## src/rtl/pc_fetch_unit.sv

```systemverilog
// rtl/pc_fetch_unit.sv - program counter and fetch sequencer feeding the program-memory address decoder
//
// Optional build macro: PC_BOUNDS_CHECK_EN (range-checks every new PC against
// [PROG_BASE, PROG_LAST] and enters FAULT on a violation).
//
// Ports:
//   clk            in   1   system clock, all state updates on posedge
//   rst            in   1   synchronous reset, active high
//   stall          in   1   hold PC this cycle
//   branch_taken   in   1   load branch_target
//   branch_target  in  32   branch destination
//   jump           in   1   load jump_target (beats branch)
//   jump_target    in  32   jump destination
//   halt_req       in   1   enter HALT (beats everything but rst)
//   pc_out         out 32   current fetch address, to decoder address_in
//   fetch_valid    out  1   pc_out is a live fetch
//   pc_q1          out 32   pc_out delayed one cycle, aligned with decoder outputs
//   valid_q1       out  1   fetch_valid delayed one cycle
//   pc_fault       out  1   sticky out-of-range fault (bounds-check build only)
//   state          out  2   00 RESET, 01 RUN, 10 HALT, 11 FAULT

module pc_fetch_unit #(
  parameter logic [31:0] RESET_VECTOR = 32'h31B0,
  parameter logic [31:0] PROG_BASE    = 32'h31B0,
  parameter logic [31:0] PROG_LAST    = 32'h35AF,
  parameter logic [31:0] PC_STEP      = 32'd1
) (
  input  logic        clk,
  input  logic        rst,
  input  logic        stall,
  input  logic        branch_taken,
  input  logic [31:0] branch_target,
  input  logic        jump,
  input  logic [31:0] jump_target,
  input  logic        halt_req,
  output logic [31:0] pc_out,
  output logic        fetch_valid,
  output logic [31:0] pc_q1,
  output logic        valid_q1,
  output logic        pc_fault,
  output logic [1:0]  state
);

  typedef enum logic [1:0] {
    ST_RESET = 2'b00,
    ST_RUN   = 2'b01,
    ST_HALT  = 2'b10,
    ST_FAULT = 2'b11
  } state_t;

  state_t      cur_state;
  state_t      nxt_state;
  logic [31:0] pc;
  logic [31:0] pc_nxt;
  logic [31:0] cand;
  logic        load;

`ifdef PC_BOUNDS_CHECK_EN
  logic fault;
  logic fault_nxt;
  logic cand_ok;

  assign cand_ok  = (cand >= PROG_BASE) && (cand <= PROG_LAST);
  assign pc_fault = fault;
`else
  logic unused_bounds;

  assign unused_bounds = ^{PROG_BASE, PROG_LAST};
  assign pc_fault      = 1'b0;
`endif

  assign pc_out      = pc;
  assign fetch_valid = (cur_state == ST_RUN);
  assign state       = cur_state;

  // Candidate PC selection: halt > jump > branch > stall > increment.
  // A redirect wins over stall, so stall only matters with no redirect.
  always_comb begin
    nxt_state = cur_state;
    pc_nxt    = pc;
    cand      = pc + PC_STEP;
    load      = 1'b0;
`ifdef PC_BOUNDS_CHECK_EN
    fault_nxt = fault;
`endif
    case (cur_state)
      // RESET_VECTOR is fetched once before any increment.
      ST_RESET: nxt_state = ST_RUN;
      ST_RUN: begin
        if (halt_req) begin
          nxt_state = ST_HALT;
        end else begin
          if (jump) begin
            cand = jump_target;
            load = 1'b1;
          end else if (branch_taken) begin
            cand = branch_target;
            load = 1'b1;
          end else if (!stall) begin
            load = 1'b1;
          end
          if (load) begin
`ifdef PC_BOUNDS_CHECK_EN
            // An illegal PC is never loaded; PC stays at the last legal value.
            if (cand_ok) begin
              pc_nxt = cand;
            end else begin
              nxt_state = ST_FAULT;
              fault_nxt = 1'b1;
            end
`else
            pc_nxt = cand;
`endif
          end
        end
      end
      ST_HALT:  nxt_state = ST_HALT;
      ST_FAULT: nxt_state = ST_FAULT;
      default:  nxt_state = ST_RESET;
    endcase
  end

  always_ff @(posedge clk) begin
    if (rst) begin
      cur_state <= ST_RESET;
      pc        <= RESET_VECTOR;
      pc_q1     <= 32'h0;
      valid_q1  <= 1'b0;
`ifdef PC_BOUNDS_CHECK_EN
      fault     <= 1'b0;
`endif
    end else begin
      cur_state <= nxt_state;
      pc        <= pc_nxt;
      // Delay stage is never stalled so it always tracks the registered decoder.
      pc_q1     <= pc;
      valid_q1  <= fetch_valid;
`ifdef PC_BOUNDS_CHECK_EN
      fault     <= fault_nxt;
`endif
    end
  end

endmodule

```

## config.mk

```make
export PLATFORM = sky130hd
export DESIGN_NAME = pc_fetch_unit
export DESIGN_NICKNAME = d
export VERILOG_FILES = /design/src/rtl/pc_fetch_unit.sv
export SDC_FILE = /design/constraint.sdc
export NUM_CORES = 1
export LEC_CHECK = 0
export BUFFER_PORTS_ARGS = -buffer_cell sky130_fd_sc_hd__buf_2
export CORE_UTILIZATION = 48
export CTS_BUF_LIST = sky130_fd_sc_hd__clkbuf_4
export CTS_CLUSTER_DIAMETER = 40
export DETAILED_ROUTE_END_ITERATION = 10
export GPL_TIMING_DRIVEN = 0
export PLACE_DENSITY = 0.86
export SETUP_SLACK_MARGIN = 0.5
export SYNTH_ARGS = -nofsm -noshare
export SYNTH_HDL_FRONTEND = slang
export SYNTH_SLANG_ARGS = --single-unit
```

## constraint.sdc

```tcl
create_clock -name clk -period 3.2 [get_ports clk]
set_input_delay 0.16 -clock clk [delete_from_list [all_inputs] [get_ports clk]]
set_output_delay 0.16 -clock clk [all_outputs]
set_load 0.02 [all_outputs]
```

# Word level (Yosys, flattened, before mapping)
# Index checks and enable logic that the tools add are counted.
# op_classes
addsub	1
n_eq_ne	4
mux	9
bitwise_logic	1
reduce_logical	2
# ops
cell	n
$mux 32	2
$add 32x1->32 const B	1
$pmux 2 s4	1
$mux 1	5
$eq 2x2->1 const B	2
$reduce_and 3->1	1
$eq 2x1->1 const B	1
$logic_not 2->1	1
$mux 2	1
$ne 2x2->1 const B	1
$not 1->1	1
# totals
reg_bits	67
in_bits	70
output_inout_bits	69
wordCells	21

# Logic depth before layout (Yosys ltp)
# depth
depth_word	6
mapped_depth	8

# Least setup slack after synthesis
# OpenSTA, ideal clock, no wires.
# synth_timing
path_type	flip-flop to flip-flop
start	register cur_state[0] (netlist: state[0])
end	register pc[13] (netlist: pc_out[13])
setup_time_ns	0.078
arrival_ns	2.003
required_ns	3.122
setup_slack_ns	1.119
path_stages_with_launch	8
n_path_buf	2
synth_period_minus_slack_ns	2.081
path_cell_list	dfxtp_1 > ha_1 > nand2b_1 > a21oi_1 > clkbuf_1 > clkbuf_1 > o21ai_0 > a32oi_1
# synth_via
elab_chain_len	2
# synth_rtl
element	line_no	source
start, declared	51	state_t cur_state;
start signal, assigned	133	cur_state <= nxt_state;
$eq 2x1->1	n/a	
named net fetch_valid	37	output logic fetch_valid,
$reduce_and 3->1 (no source line)	n/a	
end signal, assigned	134	pc <= pc_nxt;
end, declared	53	logic [31:0] pc;
# The timed path passes the listed nets, and every way through them passes these cells.
# A chain may end at the register's enable or synchronous reset.

# Worst setup path after layout
# layout_timing
start	register pc[0] (netlist: pc_out[0])
end	register pc[18] (netlist: pc_out[18])
# layout_via
elab_chain_len	3
# layout_rtl
element	line_no	source
$add 32x1->32	81	cand = pc + PC_STEP;
$mux 32	96	end else if (branch_taken) begin
$mux 32	93	if (jump) begin
# Every way passes these cells.

==> run summary <==
CORE AREA: 0.006832 sq mm
worst-case hold path end point: pc_out[19]
total grt overflow: 0
largest net degree at the start of global routing: 11
first drt pass iteration count: 7
Die Footprint: 0.007481 sq mm
drt via density: 6.011
DRT iter0 DRCs: 438
Fmax: 411.2 MHz
Hold Crit Depth: 3
Skew-Pair Late Insertion Delay: 0.42 ns
Area Growth Syn to Fin: 27.20%
Initial Util: 0.5016
final setup violation count: 0
routed wire length per instance: 18.69 um
dominant cell type by area after synthesis: dfxtp_1
share of layout cells above drive strength 1: 0.2975
ys flop type: dfxtp_1
# port buffers: 137
Max-cap violations: 0
Tcrit/Tclk final: 0.7600
worst reg-to-reg setup slack: 0.77 ns
Yosys cell types: 58
initial antenna violation count: 0
CP endpoint kind: register
critical path peak fanout: 10
Site Rows: 30
Worst setup SP type: register
reg2reg start: pc_out[0]
Root Driver: clkbuf_4
vias in the first global route: 3,586
io pins: 139
Avg Inst Size Synth: 8.238 sq um
CTS clk-pin slew, worst paths: 0.12 ns
Synth area leaders: dfxtp_1, nor2b_1, a21oi_1
Filler cells: 647
TritonCTS clock tree: yes
Yosys reg bits: 67
Post-synth EDFFs: 0
Die Ht: 86.50 um
Leak Pwr: 1.866 nW
Critical R2R Capture: pc_out[18]
die width: 86.50 um
sink count of the clock tree: 67
crit path kind: register to register
relative slew slack: 0.4543
worst vdd ir: 0.3365 mV
clock tree buffer depth: 2
DRC: 0
met3 wire len: 1.481 mm
GRT Overall Usage: 0.3329
FF/Latch Area: 0.001341 sq mm
Final HPWL DP: 8.863 mm
total power: 2.338 mW
Layout Nets: 637
multi-input logic area: 0.001926 sq mm
Worst Skew: 0.02040 ns
Cell Area, Synth: 0.003427 sq mm
Worst Max-Slew Pin Slew: 0.8155 ns
metal2 WL: 5.479 mm
Ys Warns: 0
Final Hold Violating Endpoints: 0
RSZ-0062 raised after global routing: false
global-route wire length before repair: 18.76 mm
sequential area share after synthesis: 0.3914
total vias in the final route: 3,991
CP Data Arrival Time: 2.73 ns
Power per Cell Area: 536.4 mW/mm^2
syn_nets: 489
Synth top area share: 0.3914
hold_sp: jump_target[19]
hold buffer count at cts: 0
worst r2r path cells: 7
post-route setup TNS: 0 ns
fraction of registers with async set/reset: 0
M1 WL: 5.099 mm
CTS Buf Count: 9
Synth Instances: 416
H-tree levels: 3
post-route ant nets: 0
final WL: 12.41 mm
Req. time, crit path: 3.49 ns
GPL Wtd Cong: 0.9398
ant diodes: 0
Final Max Tran Viols: 0
top sig layer: met4
minimum clock period: 2.432 ns
HP Class: primary input to register
status: complete, no violations
-- metal layers --
| layer | global-route usage | vias to the layer above |
|---|---|---|
| met3 | 0.06286 | 38 |
| met5 | 0 | - |
| met1 | 0.4567 | 1823 |
| met4 | 0.1545 | 0 |
| li1 | - | 1824 |
| met2 | 0.5065 | 306 |
-- area by class of cell --
class	count	share of cell area
clock inverter	4	0.009759
inverter	6	0.005166
timing repair buffer	137	0.1573
multi-input combinational	311	0.4417
clock buffer	11	0.01894
buffer	32	0.03186
tap	96	0.02755
sequential	67	0.3077
-- metrics by stage --
step           setup slack (ns)  hold WS, ns  instance area [sq um]  instances    util
2_1_floorplan             1.119       0.2431                   3427        416       -
3_3_place_gp             0.7299       0.4378                   4233        649  0.6196
3_5_place_dp             0.6821       0.4453                   4233        649  0.6196
4_1_cts                  0.6444     0.001379                   4358        664  0.6379
5_1_grt                  0.6737      0.02683                   4359        664  0.6381
6_report                 0.7680      0.01656                   4359        664  0.6381
-- worst max path at each step --
stage,startpoint,end,slack (ns),depth (start not counted)
2_1_floorplan,state[0],pc_out[13],1.12,7
3_3_place_gp,state[1],pc_out[13],0.73,8
3_5_place_dp,state[1],pc_out[16],0.68,8
4_1_cts,state[1],pc_out[13],0.64,8
5_1_grt,pc_out[0],pc_out[24],0.67,7
6_report,pc_out[0],pc_out[18],0.77,7
-- repair_timing --
item                                    CTS  global route
setup buffers                             0             0
endpoints found under the setup margin    0             2
gates resized for setup                   0             2
hold endpoints to repair                  0             0
-- synth_stat cells (4+ instances only) --
cell and count:
o21a_1 4, xnor2_1 4, nor2_1 33, nand4_1 11, clkbuf_1 21, a211oi_1 12
buf_2 5, dfxtp_1 67, xor2_1 6, a21oi_1 30, mux2i_1 4, o21ai_0 23
and3_1 4, o211ai_1 6, nor4_1 5, inv_1 6, nor2b_1 34, a21o_1 5
a31oi_1 13, nand3_1 16, a22oi_1 4, o22ai_1 4, nand2_1 30, buf_1 4
nor3_1 12
-- placed cells by master (no fill, tap or decap), types with 3 or more instances in the layout --
cell and n:
a211oi_1 12, a21o_1 5, a21oi_1 30, a221o_1 3, a22oi_1 4, a31oi_1 13
and2_1 3, and3_1 4, buf_1 4, buf_2 142, clkbuf_1 20, clkbuf_4 11
dfxtp_1 67, ha_1 3, inv_1 6, mux2i_1 4, nand2_1 30, nand2b_1 3
nand3_1 16, nand4_1 11, nor2_1 33, nor2b_1 34, nor3_1 12, nor4_1 5
o211ai_1 6, o21a_1 4, o21ai_0 23, o221ai_1 3, o22ai_1 4, o41ai_1 3
xnor2_1 4, xor2_1 6
-- state kept, by name, indices dropped and copies added, names as in the netlist --
name and cells:
valid_q1 1, state 2, pc_q1 32, pc_out 32
-- logic make-up (layout without fill, tap and decap cells) --
kind of cell,count (synthesis),after routing,share of synthesized area
adder cells (fa/ha/maj),3,3,0.01095
other,1,1,0.001094
buffers and inverters,38,190,0.04673
multiplexers,4,4,0.01168
AND/OR/NAND/NOR,168,168,0.2735
flip-flops,67,67,0.3914
AO/OA/AOI/OAI,125,125,0.2391
XOR/XNOR,10,10,0.02556
-- worst max-delay path: stages, from the launching register on --
cell and delay (ns):
dfxtp_1 0.45, ha_1 0.35, nand4_1 0.20, nor2_1 0.52, buf_2 0.37, a31oi_1 0.12, o21ai_0 0.21, a21oi_1 0.10
-- power breakdown --
| part | leakage, nW | total [mW] | internal [mW] | switching (mW) |
|---|---|---|---|---|
| clock | 0.0718 | 0.544 | 0.246 | 0.298 |
| combinational | 1.25 | 0.730 | 0.264 | 0.466 |
| sequential | 0.546 | 1.06 | 0.943 | 0.122 |
No activity file was read; power rests on OpenSTA's default activity.
